## src/rtl/tmu2_pkg.sv

```systemverilog
// Shared widths and FSM state type for the TMU2 horizontal interpolator.
package tmu2_pkg;

    localparam int unsigned COORD_W = 12;
    localparam int unsigned TC_W    = 18;
    localparam int unsigned DIFF_W  = 17;
    localparam int unsigned SQW_W   = 11;
    localparam int unsigned ACC_W   = 18;

    typedef enum logic {
        StIdle = 1'b0,
        StEmit = 1'b1
    } state_e;

endpackage

```

## src/rtl/tmu2_hinterp_acc.sv

```systemverilog
// One-axis texture coordinate stepper: holds t and the remainder accumulator e,
// adds q plus a carry whenever e crosses the divisor.
// Optional feature: TMU2_HINTERP_SAT_EN clamps t to the signed 18-bit range
// instead of wrapping.
module tmu2_hinterp_acc
    import tmu2_pkg::*;
(
    input  logic                    sys_clk,
    input  logic                    sys_rst_n,
    input  logic                    load,
    input  logic                    step,
    input  logic signed [TC_W-1:0]  t_init,
    input  logic                    positive,
    input  logic [DIFF_W-1:0]       q,
    input  logic [DIFF_W-1:0]       r,
    input  logic [SQW_W-1:0]        divisor,
    output logic signed [TC_W-1:0]  t
);

    localparam logic signed [TC_W+1:0] WideMax = 20'sd131071;
    localparam logic signed [TC_W+1:0] WideMin = -20'sd131072;

    logic signed [TC_W-1:0] t_q, t_d;
    logic [ACC_W-1:0]       e_q, e_d;
    logic [DIFF_W-1:0]      q_q, r_q;
    logic                   pos_q;

    logic [ACC_W-1:0]       sum_e;
    logic [ACC_W-1:0]       div_ext;
    logic                   carry;
    logic [ACC_W-1:0]       inc;
    logic signed [TC_W+1:0] t_wide;
    logic signed [TC_W+1:0] inc_wide;

    // Remainder accumulate, carry compare and signed coordinate update.
    always_comb begin
        div_ext  = ACC_W'(divisor);
        sum_e    = e_q + ACC_W'(r_q);
        // r < divisor is guaranteed upstream, so one subtraction keeps e < divisor.
        carry    = (sum_e >= div_ext);
        e_d      = carry ? (sum_e - div_ext) : sum_e;
        inc      = ACC_W'(q_q) + ACC_W'(carry);
        inc_wide = signed'({2'b00, inc});
        t_wide   = pos_q ? ({{2{t_q[TC_W-1]}}, t_q} + inc_wide)
                         : ({{2{t_q[TC_W-1]}}, t_q} - inc_wide);
`ifdef TMU2_HINTERP_SAT_EN
        if (t_wide > WideMax) begin
            t_d = WideMax[TC_W-1:0];
        end else if (t_wide < WideMin) begin
            t_d = WideMin[TC_W-1:0];
        end else begin
            t_d = t_wide[TC_W-1:0];
        end
`else
        t_d = t_wide[TC_W-1:0];
`endif
    end

    // Working registers: loaded at span start, advanced on each accepted pixel.
    always_ff @(posedge sys_clk or negedge sys_rst_n) begin
        if (!sys_rst_n) begin
            t_q   <= '0;
            e_q   <= '0;
            q_q   <= '0;
            r_q   <= '0;
            pos_q <= 1'b0;
        end else if (load) begin
            t_q   <= t_init;
            e_q   <= '0;
            q_q   <= q;
            r_q   <= r;
            pos_q <= positive;
        end else if (step) begin
            t_q   <= t_d;
            e_q   <= e_d;
        end
    end

    assign t = t_q;

endmodule

```

## src/rtl/tmu2_hinterp.sv

```systemverilog
// TMU2 horizontal interpolator: expands one span into dst_squarew pixels with
// exact texture coordinates (Bresenham remainder stepping per axis).
// Optional feature: TMU2_HINTERP_SAT_EN (saturating tx/ty, see tmu2_hinterp_acc).
module tmu2_hinterp
    import tmu2_pkg::*;
(
    input  logic                      sys_clk,
    input  logic                      sys_rst_n,
    output logic                      busy,

    input  logic                      pipe_stb_i,
    output logic                      pipe_ack_o,
    input  logic signed [COORD_W-1:0] x,
    input  logic signed [COORD_W-1:0] y,
    input  logic signed [TC_W-1:0]    tsx,
    input  logic signed [TC_W-1:0]    tsy,
    input  logic                      diff_x_positive,
    input  logic [DIFF_W-1:0]         diff_x_q,
    input  logic [DIFF_W-1:0]         diff_x_r,
    input  logic                      diff_y_positive,
    input  logic [DIFF_W-1:0]         diff_y_q,
    input  logic [DIFF_W-1:0]         diff_y_r,
    input  logic [SQW_W-1:0]          dst_squarew,

    output logic                      pipe_stb_o,
    input  logic                      pipe_ack_i,
    output logic signed [COORD_W-1:0] dx,
    output logic signed [COORD_W-1:0] dy,
    output logic signed [TC_W-1:0]    tx,
    output logic signed [TC_W-1:0]    ty
);

    state_e                    state_q, state_d;
    logic                      load, step;
    logic [SQW_W-1:0]          cnt_q;
    logic signed [COORD_W-1:0] dx_q, dy_q;

    // State register.
    always_ff @(posedge sys_clk or negedge sys_rst_n) begin
        if (!sys_rst_n) begin
            state_q <= StIdle;
        end else begin
            state_q <= state_d;
        end
    end

    // Next-state and span handshake; ack depends on state only.
    always_comb begin
        state_d    = state_q;
        load       = 1'b0;
        step       = 1'b0;
        pipe_ack_o = 1'b0;
        unique case (state_q)
            StIdle: begin
                pipe_ack_o = 1'b1;
                // Zero-length spans are acked and dropped.
                if (pipe_stb_i && (dst_squarew != '0)) begin
                    load    = 1'b1;
                    state_d = StEmit;
                end
            end
            StEmit: begin
                if (pipe_ack_i) begin
                    if (cnt_q == '0) begin
                        state_d = StIdle;
                    end else begin
                        step = 1'b1;
                    end
                end
            end
            default: state_d = StIdle;
        endcase
    end

    // Destination point and remaining-pixel counter.
    always_ff @(posedge sys_clk or negedge sys_rst_n) begin
        if (!sys_rst_n) begin
            dx_q  <= '0;
            dy_q  <= '0;
            cnt_q <= '0;
        end else if (load) begin
            dx_q  <= x;
            dy_q  <= y;
            cnt_q <= dst_squarew - SQW_W'(1);
        end else if (step) begin
            dx_q  <= dx_q + COORD_W'(1);
            cnt_q <= cnt_q - SQW_W'(1);
        end
    end

    tmu2_hinterp_acc u_acc_x (
        .sys_clk   (sys_clk),
        .sys_rst_n (sys_rst_n),
        .load      (load),
        .step      (step),
        .t_init    (tsx),
        .positive  (diff_x_positive),
        .q         (diff_x_q),
        .r         (diff_x_r),
        .divisor   (dst_squarew),
        .t         (tx)
    );

    tmu2_hinterp_acc u_acc_y (
        .sys_clk   (sys_clk),
        .sys_rst_n (sys_rst_n),
        .load      (load),
        .step      (step),
        .t_init    (tsy),
        .positive  (diff_y_positive),
        .q         (diff_y_q),
        .r         (diff_y_r),
        .divisor   (dst_squarew),
        .t         (ty)
    );

    assign busy       = (state_q == StEmit);
    assign pipe_stb_o = (state_q == StEmit);
    assign dx         = dx_q;
    assign dy         = dy_q;

endmodule
```

## config.mk

```make
export PLATFORM = sky130hd
export DESIGN_NAME = tmu2_hinterp
export DESIGN_NICKNAME = d
export VERILOG_FILES = /design/src/rtl/tmu2_pkg.sv /design/src/rtl/tmu2_hinterp_acc.sv /design/src/rtl/tmu2_hinterp.sv
export SDC_FILE = /design/constraint.sdc
export NUM_CORES = 1
export LEC_CHECK = 0
export ABC_AREA = 1
export BUFFER_PORTS_ARGS = -buffer_cell sky130_fd_sc_hd__buf_4
export CAP_MARGIN = 0
export CORE_MARGIN = 3
export CORE_UTILIZATION = 59
export CTS_CLUSTER_SIZE = 24
export DETAILED_ROUTE_END_ITERATION = 12
export GPL_ROUTABILITY_DRIVEN = 0
export GPL_TIMING_DRIVEN = 1
export HOLD_SLACK_MARGIN = 0.15
export MAX_ROUTING_LAYER = met4
export PLACE_DENSITY = 0.82
export REMOVE_ABC_BUFFERS = 1
export SETUP_SLACK_MARGIN = 0.02
export SLEW_MARGIN = 20
export SYNTH_ARGS = -nofsm -noshare
export SYNTH_HDL_FRONTEND = slang
export SYNTH_SLANG_ARGS = --single-unit
```

## constraint.sdc

```tcl
create_clock -name sys_clk -period 6.9 [get_ports sys_clk]
set_input_delay 0.345 -clock sys_clk [delete_from_list [all_inputs] [get_ports sys_clk]]
set_output_delay 0.345 -clock sys_clk [all_outputs]
set_load 0.005 [all_outputs]
```

==> summary.md, run 1 <==
| Metric | Value |
|---|---|
| DP Wirelength | 30.7 mm |
| Layout Cells excl Fill | 2784 |
| Endpoint of the lowest-slack register-to-register path | u_acc_y.t[17]$_DFFE_PN0P_ |
| TritonCTS clock tree | built |
| Area growth syn-to-layout | 25.3% |
| Starting density of the core | 60.9% |
| Smallest setup slack after layout | 0.462 ns |
| Die Height | 163 microns |
| Post-route DRC | 0 |
| Number of iterations in the first detailed-routing pass | 9 |
| Largest fanout on the critical path | 5 |
| Drt total wl | 43.8 mm |
| End-of-flow core utilization | 76.2% |
| Max stage delay on crit path | 0.60 ns |
| Maximum operating frequency | 155 MHz |
| Most area-consuming cells after synthesis | sky130_fd_sc_hd__dfrtp_1 (31%), sky130_fd_sc_hd__nand2_1 (20%), sky130_fd_sc_hd__ha_1 (8.5%) |
| Share of synthesized area spent on multiplexers | 0% |
| Met2 demand-to-capacity share in global routing | 55.3% |
| Count of different cell masters after synthesis | 48 |
| Relative slew slack | 36.8% |
| Latest clock arrival within the worst-skew pair | 0.45 ns |
| Clock transition at the register clock pins on the worst setup and hold paths after CTS | 0.08 ns |
| Vias after detailed routing | 15613 |
| Synthesized area divided by synthesized cell count | 6.70 sq um |
| Min-Delay Path Class | input pin to flip-flop |
| Antenna violations before repair | 0 |
| Element type at the critical path start | flip-flop |
| I/O pin count | 208 |
| Top Family by Delay on Critical Path | simple AND/OR/NAND/NOR gates |
| Commonest register cell after synthesis | sky130_fd_sc_hd__dfrtp_1 |
| Register Area | 0.00445 sq mm |
| Die X | 163 microns |
| Post-synthesis instance total | 2157 |
| Hold Crit Depth | 3 |
| Sequential element share of the synthesized area | 30.8% |
| TritonCTS buffer count | 17 |
| Min Clock Period, post-route | 6.44 ns |
| Diodes inserted | 0 |
| Top library cells by usage in the layout, fill and taps aside | sky130_fd_sc_hd__nand2_1 (780), sky130_fd_sc_hd__inv_1 (241), sky130_fd_sc_hd__buf_4 (221) |
| Mapped cell area | 0.0145 sq mm |
| Cell seen most often among critical-path stages | sky130_fd_sc_hd__nand2_1 |
| Total number of placement rows | 56 |
| DRC violation total after the first TritonRoute iteration | 1431 |
| Met3 global-route usage | 5.24% |
| Share of layout cells above drive strength 1 | 12.9% |
| Placed inst area | 0.0162 sq mm |
| Main combinational cell family by area after synthesis | simple AND/OR/NAND/NOR gates |
| Most crowded layer after global routing | met2 |
| Total Die Area | 0.0264 sq mm |
| Endpoint kind of the worst setup timing path | flip-flop |
| Vias per cell | 5.61 |
| Maximum buffer depth of the clock tree | 2 |
| Most common cell after layout, fill and taps aside | sky130_fd_sc_hd__nand2_1 |
| Hold Fails Final Rpt | 0 |
| Yosys warnings | 0 |
| Overflow left after global routing | 0 |
| Reg-to-reg critical path startpoint | u_acc_y.r_q[0]$_DFFE_PN0P_ |
| Final setup violating endpoints | 0 |
| Number of port buffers | 207 |
| Required time of the critical path | 7.30 ns |
| Area fraction of the dominant cell type after synthesis | 30.8% |
| Max-capacitance violation count | 0 |
| Final net count | 2701 |
| Data arrival time at the worst-slack endpoint | 6.83 ns |
| Final max-slew violation count | 0 |
| Part of the cycle the worst path needs | 93.3% |
| Start-to-end type of the worst setup path | flip-flop to flip-flop |
| Dpl ws | 0.181 ns |
| Count of placed standard cells including taps | 2639 |
| Endpoint, Worst Hold | dx[5]$_DFFE_PN0P_ |
| Run status | complete, no violations |
| Worst Tran Pin Value | 0.947 ns |
| Startpoint of the worst hold path | x[5] |
| Final cell area excluding filler cells | 0.0181 sq mm |
| Adder-cell share of the synthesized area | 9.31% |
| Layout Skew | 0.0188 ns |
| Post-Synth XOR/XNOR Area | 6.66% |
| Largest net degree at the start of global routing | 85 |
| Number of inserted filler cells in the final layout | 1778 |
| Buf/Inv on CP | 5 |
| Average wire length per cell after detail routing | 15.7 microns |
| Number of synthesized flops with an enable pin | 0 |
| Share of synthesized cell area in and, or, nand and nor gates | 34.1% |
| Count of state elements after synthesis | 178 |
| Multi-input gate area in the final layout | 0.00901 sq mm |
| Post-synthesis async set-or-reset flop share | 100% |
| Via count of the first global-routing pass | 15124 |
| Gr usage total | 33.7% |
| First-pass GRT wire length | 71.1 mm |
| Clock tree root driver cell | sky130_fd_sc_hd__clkbuf_16 |
| Met1 Usage GRT | 42.6% |
| Level count of the clock H-tree | 4 |
| Antenna Violating Nets Remaining | 0 |
| Cell taking the most area after synthesis | sky130_fd_sc_hd__dfrtp_1 |
| Post-synthesis compound-gate area fraction | 11.1% |
| Reg2reg setup slack | 0.46 ns |
| Cell with the biggest individual delay on the critical path | sky130_fd_sc_hd__o41ai_1 |
| Total core area | 0.0238 sq mm |
| Depth of the most critical reg-to-reg path | 36 |
| Num Clock Sinks | 178 |
-- Yosys cell counts, drive strengths merged (4+ instances only) --
master,instances
a21o,6
o211ai,26
nand2,796
nand4,35
xnor2,30
nor3,29
a21oi,105
a31oi,7
dfrtp,178
nor2,147
fa,6
clkbuf,35
nand3b,16
buf,17
nand3,145
o21ai,119
ha,98
o31ai,6
inv,246
nor4,4
xor2,80
-- how the worst max path moves through the flow --
stage                               start                   endpoint  slack (ns)  cells past startpoint
2_1_floorplan  u_acc_y.r_q[0]$_DFFE_PN0P_  u_acc_y.t[17]$_DFFE_PN0P_        0.90                     38
3_3_place_gp   u_acc_y.r_q[0]$_DFFE_PN0P_  u_acc_y.t[17]$_DFFE_PN0P_        0.47                     41
3_5_place_dp   u_acc_y.r_q[0]$_DFFE_PN0P_  u_acc_y.t[17]$_DFFE_PN0P_        0.18                     36
6_report       u_acc_y.r_q[0]$_DFFE_PN0P_  u_acc_y.t[17]$_DFFE_PN0P_        0.46                     36
4_1_cts        u_acc_x.r_q[0]$_DFFE_PN0P_  u_acc_x.t[15]$_DFFE_PN0P_        0.04                     40
5_1_grt        u_acc_x.r_q[0]$_DFFE_PN0P_  u_acc_x.t[15]$_DFFE_PN0P_       -0.05                     39
-- flip-flops by register name (all words and copies together), names as in the netlist --
signal / flops
u_acc_x.e_q: 18
u_acc_x.pos_q: 1
u_acc_x.t: 18
u_acc_y.q_q: 17
dy: 12
u_acc_x.r_q: 17
dx: 12
u_acc_y.r_q: 17
cnt_q: 11
u_acc_y.pos_q: 1
u_acc_y.t: 18
u_acc_y.e_q: 18
u_acc_x.q_q: 17
busy: 1
-- what timing repair did --
action                                 CTS  global route
hold buffers                           106             0
setup endpoints to repair                0            18
setup buffers                            0             7
gates resized for setup                  0            34
endpoints found under the hold margin  156             0
-- final cells by class --
type                       instances  share of cell area (%)
clock inverter                    15                   0.898
tap                              319                    2.20
sequential                       178                    24.6
clock buffer                      17                    2.35
multi-input combinational       1681                    49.8
inverter                         246                    5.11
timing repair buffer             328                    15.1
-- tightest hold or removal path, cell delays in order --
cell                       delay, ns
sky130_fd_sc_hd__buf_4          0.09
sky130_fd_sc_hd__nand2_1        0.04
sky130_fd_sc_hd__o311ai_0       0.07
-- through the flow --
step	setup TNS (ns)	hold WS, ns
3_5_place_dp	0	0.323
3_3_place_gp	0	0.323
6_report	0	0.147
4_1_cts	0	0.153
5_1_grt	-0.102	0.154
2_1_floorplan	0	0.0494
-- per-layer routing --
metal	vias to the layer above	routed length [microns]
met5	-	0
met4	0	1470
met3	138	3140
met2	710	20800
met1	7196	18400
li1	7569	-
-- kinds of logic after synthesis --
family	Yosys count
flip-flops	178
XOR/XNOR	110
AND/OR/NAND/NOR	1180
buffers and inverters	298
adder cells (fa/ha/maj)	104
AO/OA/AOI/OAI	287
Power of run 1 is left out: the tool's default activity adds up to more than one toggle a clock period on the data nets, which glitch-free logic cannot reach.
==> run 2, diff against run 1 <==
Settings changed: RECOVER_POWER set to 50.
==> run 2 against run 1 <==
Compared with the run above: the run now ends with max-capacitance violations, max-slew violations left; via count is essentially flat; die area stayed put; maximum frequency up 0.36%; register-to-register slack gained 0.02 ns; worst hold slack better by 0.0038 ns; count of clock-buffer cells in the layout unchanged; highest routed layer unchanged; final area is 0.46% lower.
==> summary.md, run 2 (synthesis gave the netlist of run 1 again) <==
| Metric | Value |
|---|---|
| Met1 Usage GRT | 42.6% (unchanged) |
| Top library cells by usage in the layout, fill and taps aside | sky130_fd_sc_hd__nand2_1 (781), sky130_fd_sc_hd__inv_1 (241), sky130_fd_sc_hd__dfrtp_1 (178) (was sky130_fd_sc_hd__nand2_1 (780), sky130_fd_sc_hd__inv_1 (241), sky130_fd_sc_hd__buf_4 (221)) |
| Final max-slew violation count | 183 (was 0) |
| Final net count | 2701 (unchanged) |
| Min Clock Period, post-route | 6.41 ns (was 6.44 ns) |
| Endpoint of the lowest-slack register-to-register path | u_acc_y.t[17]$_DFFE_PN0P_ (unchanged) |
| Total number of placement rows | 56 (unchanged) |
| Die Height | 163 microns (unchanged) |
| Level count of the clock H-tree | 4 (unchanged) |
| Number of inserted filler cells in the final layout | 1805 (was 1778) |
| Average wire length per cell after detail routing | 15.7 microns (about the same) |
| Antenna Violating Nets Remaining | 0 (unchanged) |
| First-pass GRT wire length | 71.1 mm (unchanged) |
| Vias per cell | 5.61 (about the same) |
| TritonCTS buffer count | 17 (unchanged) |
| Reg2reg setup slack | 0.49 ns (was 0.46 ns) |
| DP Wirelength | 30.7 mm (unchanged) |
| Maximum operating frequency | 156 MHz (was 155 MHz) |
| Cell with the biggest individual delay on the critical path | sky130_fd_sc_hd__o41ai_1 (unchanged) |
| Total Neg Setup Slack | 0 ns (unchanged) |
| Total core area | 0.0238 sq mm (unchanged) |
| Worst Tran Pin Value | 2.99 ns (was 0.947 ns) |
| Max-capacitance violation count | 3 (was 0) |
| I/O pin count | 208 (unchanged) |
| Area growth syn-to-layout | 24.7% (was 25.3%) |
| Data arrival time at the worst-slack endpoint | 6.81 ns (was 6.83 ns) |
| Hold Fails Final Rpt | 0 (unchanged) |
| Cell seen most often among critical-path stages | sky130_fd_sc_hd__nand2_1 (unchanged) |
| Met3 global-route usage | 5.24% (unchanged) |
| Startpoint of the worst hold path | x[5] (unchanged) |
| Met2 demand-to-capacity share in global routing | 55.3% (unchanged) |
| Min-Delay Path Class | input pin to flip-flop (unchanged) |
| Clock tree root driver cell | sky130_fd_sc_hd__clkbuf_16 (unchanged) |
| Starting density of the core | 60.9% (unchanged) |
| Number of port buffers | 207 (unchanged) |
| Buf/Inv on CP | 5 (unchanged) |
| Num Clock Sinks | 178 (unchanged) |
| Largest net degree at the start of global routing | 85 (unchanged) |
| Diodes inserted | 0 (unchanged) |
| Vias after detailed routing | 15610 (was 15613) |
| Layout Skew | 0.0180 ns (was 0.0188 ns) |
| Endpoint, Worst Hold | dx[5]$_DFFE_PN0P_ (unchanged) |
| Top Family by Delay on Critical Path | simple AND/OR/NAND/NOR gates (unchanged) |
| Maximum buffer depth of the clock tree | 2 (unchanged) |
| Hold Crit Depth | 3 (unchanged) |
| Post-route DRC | 0 (unchanged) |
| Clock transition at the register clock pins on the worst setup and hold paths after CTS | 0.08 ns (about the same) |
| Total Die Area | 0.0264 sq mm (unchanged) |
| DRC violation total after the first TritonRoute iteration | 1597 (was 1431) |
| Share of layout cells above drive strength 1 | 12.1% (was 12.9%) |
| Gr usage total | 33.7% (unchanged) |
| Relative slew slack | -99.4% (was 36.8%) |
| Drt total wl | 43.7 mm (was 43.8 mm) |
| Most crowded layer after global routing | met2 (unchanged) |
| Start-to-end type of the worst setup path | flip-flop to flip-flop (unchanged) |
| Failing checks | max-capacitance violations, max-slew violations |
| Latest clock arrival within the worst-skew pair | 0.45 ns (about the same) |
| Overflow left after global routing | 0 (unchanged) |
| Largest fanout on the critical path | 5 (unchanged) |
| Via count of the first global-routing pass | 15124 (unchanged) |
| Max stage delay on crit path | 0.58 ns (was 0.60 ns) |
| Final setup violating endpoints | 0 (unchanged) |
| Depth of the most critical reg-to-reg path | 36 (unchanged) |
| Element type at the critical path start | flip-flop (unchanged) |
| TritonCTS clock tree | built (unchanged) |
| Run status | complete, but fails checks (was complete, no violations) |
| Number of iterations in the first detailed-routing pass | 9 (unchanged) |
| Part of the cycle the worst path needs | 93.0% (was 93.3%) |
| Most common cell after layout, fill and taps aside | sky130_fd_sc_hd__nand2_1 (unchanged) |
| Endpoint kind of the worst setup timing path | flip-flop (unchanged) |
| Reg-to-reg critical path startpoint | u_acc_y.r_q[0]$_DFFE_PN0P_ (unchanged) |
| Required time of the critical path | 7.30 ns (about the same) |
| Antenna violations before repair | 0 (unchanged) |
| Die X | 163 microns (unchanged) |
-- run 2: cell types whose count changed in the layout (fill, tap and decap cells not counted), sizes merged --
cell and change:
clkbuf +66, buf -66
-- run 2: through the flow --
stage / worst slack, ns / hold slack, ns / instances / area (sq um) / utilization [%]
after floorplan: 0.897 / 0.0494 / 2105 / 14200 / -
after global placement: 0.471 / 0.323 / 2639 / 16200 / 68.4
after detailed placement: 0.181 / 0.323 / 2639 / 16200 / 68.4
after CTS: 0.0441 / 0.153 / 2777 / 17900 / 75.3
after global routing: -0.0515 / 0.154 / 2784 / 18000 / 75.9
final: 0.485 / 0.151 / 2784 / 18000 / 75.9
-- run 2: cell type report --
type                       count  area (sq um)  area share, %
clock buffer                  17           425           2.36
clock inverter                15           163          0.902
inverter                     246           926           5.14
multi-input combinational   1681          9010           50.0
sequential                   178          4450           24.7
tap                          319           399           2.21
timing repair buffer         328          2650           14.7
-- run 2: worst max-delay path by stage --
stage / from / to / cells after the start
global placement: u_acc_y.r_q[0]$_DFFE_PN0P_ / u_acc_y.t[17]$_DFFE_PN0P_ / 41
finish: u_acc_y.r_q[0]$_DFFE_PN0P_ / u_acc_y.t[17]$_DFFE_PN0P_ / 36
floorplan: u_acc_y.r_q[0]$_DFFE_PN0P_ / u_acc_y.t[17]$_DFFE_PN0P_ / 38
CTS: u_acc_x.r_q[0]$_DFFE_PN0P_ / u_acc_x.t[15]$_DFFE_PN0P_ / 40
detailed placement: u_acc_y.r_q[0]$_DFFE_PN0P_ / u_acc_y.t[17]$_DFFE_PN0P_ / 36
global route: u_acc_x.r_q[0]$_DFFE_PN0P_ / u_acc_x.t[15]$_DFFE_PN0P_ / 39
-- run 2: what timing repair did --
| action | in CTS | in global routing |
|---|---|---|
| hold buffers | 106 | 0 |
| endpoints found under the setup margin | 0 | 18 |
| buffers inserted | 0 | 7 |
| gates resized for setup | 0 | 34 |
| hold endpoints to repair | 156 | 0 |
-- run 2: worst reg2reg max path, delay by kind of cell (launching register included) --
kind            cells  cell delay (ns)
compound gates      4             1.24
flops               1             0.37
buf+inv             5             0.38
simple gates       18             2.15
fa+ha+maj           6             1.75
xor+xnor            3             0.48
-- run 2: layer usage --
layer | wire length (microns) | up-vias
met4 | 1530 | 0
met3 | 3120 | 142
met2 | 20700 | 712
li1 | - | 7563
met1 | 18300 | 7193
met5 | 0 | -
Power of run 2 is left out for the same reason.
==> run 3, diff against run 2 <==
Settings changed: BUFFER_PORTS_ARGS -buffer_cell sky130_fd_sc_hd__buf_4 to unset, CORE_UTILIZATION 59 to 60, DONT_BUFFER_PORTS set to 1, PLACE_DENSITY 0.82 to 0.76.
==> run 3 against run 2 <==
Compared with the run above: the flow still finishes with violations (max-capacitance violations, max-slew violations); sequential share of layout area grew 2.0 points; routed wire length shrank 3.5%; via count is 5.0% lower; worst hold slack better by 0.10 ns; maximum frequency grew 1.1%; non-clock buffer count fell by 185; critical path depth rose by 4; setup slack improved by 0.069 ns; utilization fell by 5.0 points; critical endpoint is now u_acc_x.t[15]$_DFFE_PN0P_; largest cell class unchanged; highest routed layer unchanged.
==> summary.md, run 3 (synthesis gave the netlist of run 1 again) <==
| Metric | Value |
|---|---|
| Required time of the critical path | 7.18 ns (was 7.30 ns) |
| Top library cells by usage in the layout, fill and taps aside | sky130_fd_sc_hd__nand2_1 (782), sky130_fd_sc_hd__inv_1 (241), sky130_fd_sc_hd__dfrtp_1 (178) (was sky130_fd_sc_hd__nand2_1 (781), sky130_fd_sc_hd__inv_1 (241), sky130_fd_sc_hd__dfrtp_1 (178)) |
| Largest net degree at the start of global routing | 179 (was 85) |
| Final max-slew violation count | 179 (was 183) |
| Cell with the biggest individual delay on the critical path | sky130_fd_sc_hd__fa_1 (was sky130_fd_sc_hd__o41ai_1) |
| Via count of the first global-routing pass | 14510 (was 15124) |
| Reg2reg setup slack | 0.55 ns (was 0.49 ns) |
| Hold Crit Depth | 4 (was 3) |
| Endpoint of the lowest-slack register-to-register path | u_acc_x.t[15]$_DFFE_PN0P_ (was u_acc_y.t[17]$_DFFE_PN0P_) |
| Run status | complete, but fails checks (unchanged) |
| Largest fanout on the critical path | 7 (was 5) |
| Antenna violations before repair | 0 (unchanged) |
| DRC violation total after the first TritonRoute iteration | 1507 (was 1597) |
| Endpoint kind of the worst setup timing path | flip-flop (unchanged) |
| Average wire length per cell after detail routing | 16.2 microns (was 15.7 microns) |
| Max-capacitance violation count | 1 (was 3) |
| Latest clock arrival within the worst-skew pair | 0.44 ns (was 0.45 ns) |
| Number of iterations in the first detailed-routing pass | 8 (was 9) |
| Starting density of the core | 61.4% (was 60.9%) |
| DP Wirelength | 29.2 mm (was 30.7 mm) |
| Endpoint, Worst Hold | u_acc_x.e_q[0]$_DFFE_PN0P_ (was dx[5]$_DFFE_PN0P_) |
| TritonCTS buffer count | 17 (unchanged) |
| Antenna Violating Nets Remaining | 0 (unchanged) |
| Smallest setup slack after layout | 0.555 ns (was 0.485 ns) |
| Cell seen most often among critical-path stages | sky130_fd_sc_hd__inv_1 (was sky130_fd_sc_hd__nand2_1) |
| Share of layout cells above drive strength 1 | 4.39% (was 12.1%) |
| Drt total wl | 42.1 mm (was 43.7 mm) |
| Hold Fails Final Rpt | 0 (unchanged) |
| Depth of the most critical reg-to-reg path | 40 (was 36) |
| Number of port buffers | 0 (was 207) |
| Overflow left after global routing | 0 (unchanged) |
| Final net count | 2516 (was 2701) |
| Data arrival time at the worst-slack endpoint | 6.63 ns (was 6.81 ns) |
| Maximum buffer depth of the clock tree | 2 (unchanged) |
| Failing checks | max-capacitance violations, max-slew violations (unchanged) |
| Element type at the critical path start | flip-flop (unchanged) |
| TritonCTS clock tree | built (unchanged) |
| Area growth syn-to-layout | 15.5% (was 24.7%) |
| Part of the cycle the worst path needs | 92.0% (was 93.0%) |
| Min-Delay Path Class | input pin to flip-flop (unchanged) |
| Total Die Area | 0.0260 sq mm (was 0.0264 sq mm) |
| Startpoint of the worst hold path | dst_squarew[0] (was x[5]) |
| First-pass GRT wire length | 69.6 mm (was 71.1 mm) |
| Clock transition at the register clock pins on the worst setup and hold paths after CTS | 0.08 ns (about the same) |
| Start-to-end type of the worst setup path | flip-flop to flip-flop (unchanged) |
| Reg-to-reg critical path startpoint | u_acc_x.e_q[0]$_DFFE_PN0P_ (was u_acc_y.r_q[0]$_DFFE_PN0P_) |
| Vias after detailed routing | 14836 (was 15610) |
| I/O pin count | 208 (unchanged) |
| Clock tree root driver cell | sky130_fd_sc_hd__clkbuf_16 (unchanged) |
| Min Clock Period, post-route | 6.35 ns (was 6.41 ns) |
| Total number of placement rows | 56 (unchanged) |
| Die X | 161 microns (was 163 microns) |
| Total core area | 0.0235 sq mm (was 0.0238 sq mm) |
| Layout Skew | 0.0174 ns (was 0.0180 ns) |
| Gr usage total | 33.3% (was 33.7%) |
| Most common cell after layout, fill and taps aside | sky130_fd_sc_hd__nand2_1 (unchanged) |
| Final setup violating endpoints | 0 (unchanged) |
| Vias per cell | 5.71 (was 5.61) |
| Level count of the clock H-tree | 4 (unchanged) |
| Relative slew slack | -199% (was -99.4%) |
| Die Height | 161 microns (was 163 microns) |
| Diodes inserted | 0 (unchanged) |
| Num Clock Sinks | 178 (unchanged) |
| Dpl ws | 0.180 ns (was 0.181 ns) |
| Maximum operating frequency | 158 MHz (was 156 MHz) |
| Post-route DRC | 0 (unchanged) |
| Max stage delay on crit path | 0.39 ns (was 0.58 ns) |
| Worst Tran Pin Value | 4.49 ns (was 2.99 ns) |
[run 3: worst max-delay path by stage]
stage | startpoint | endpoint | slack, ns
2_1_floorplan | u_acc_y.r_q[0]$_DFFE_PN0P_ | u_acc_y.t[17]$_DFFE_PN0P_ | 0.90
3_3_place_gp | u_acc_y.r_q[0]$_DFFE_PN0P_ | u_acc_y.t[17]$_DFFE_PN0P_ | 0.45
3_5_place_dp | u_acc_y.e_q[0]$_DFFE_PN0P_ | u_acc_y.t[17]$_DFFE_PN0P_ | 0.18
4_1_cts | u_acc_y.e_q[0]$_DFFE_PN0P_ | u_acc_y.t[17]$_DFFE_PN0P_ | 0.14
5_1_grt | u_acc_y.e_q[0]$_DFFE_PN0P_ | u_acc_y.t[17]$_DFFE_PN0P_ | -0.08
6_report | u_acc_x.e_q[0]$_DFFE_PN0P_ | u_acc_x.t[15]$_DFFE_PN0P_ | 0.55
[run 3: per-layer routing]
metal | part of all wire, % | GRT usage [%] | vias up
li1 | - | - | 7201
met2 | 47 | 54.0 | 666
met1 | 43 | 42.4 | 6855
met4 | 3.2 | 12.6 | 0
met3 | 7.0 | 4.95 | 114
met5 | 0 | - | -
[run 3: what timing repair did]
action | in CTS | in global routing
endpoints found under the hold margin | 309 | 0
endpoints found under the setup margin | 0 | 16
setup buffers | 0 | 4
gates resized for setup | 0 | 29
hold buffers | 133 | 0
[run 3: metrics by stage]
stage | hold slack (ns) | instance area (sq um) | TNS [ns] | utilization [%] | std cells
floorplan | 0.0494 | 14200 | 0 | - | 2105
global placement | 0.0587 | 14700 | 0 | 62.3 | 2430
finish | 0.252 | 16700 | 0 | 70.9 | 2599
global route | 0.291 | 16700 | -0.0917 | 70.9 | 2599
detailed placement | 0.0561 | 14700 | 0 | 62.3 | 2430
CTS | 0.235 | 16600 | 0 | 70.3 | 2595
[run 3: cell type report]
type	count	area, sq um
Tap cell	319	399
Clock buffer	20	437
Clock inverter	12	96.3
Sequential cell	178	4450
Timing Repair Buffer	143	1400
Fill cell	1948	6840
Multi-Input combinational cell	1681	8990
Inverter	246	926
[run 3: worst max-delay path: cells and delay by family (launching register included)]
family,cells,cell delay (ns)
simple gates,16,1.81
xor+xnor,3,0.52
buf+inv,6,0.46
flops,1,0.36
compound gates,8,1.08
fa+ha+maj,7,1.92
Power of run 3 is left out for the same reason.
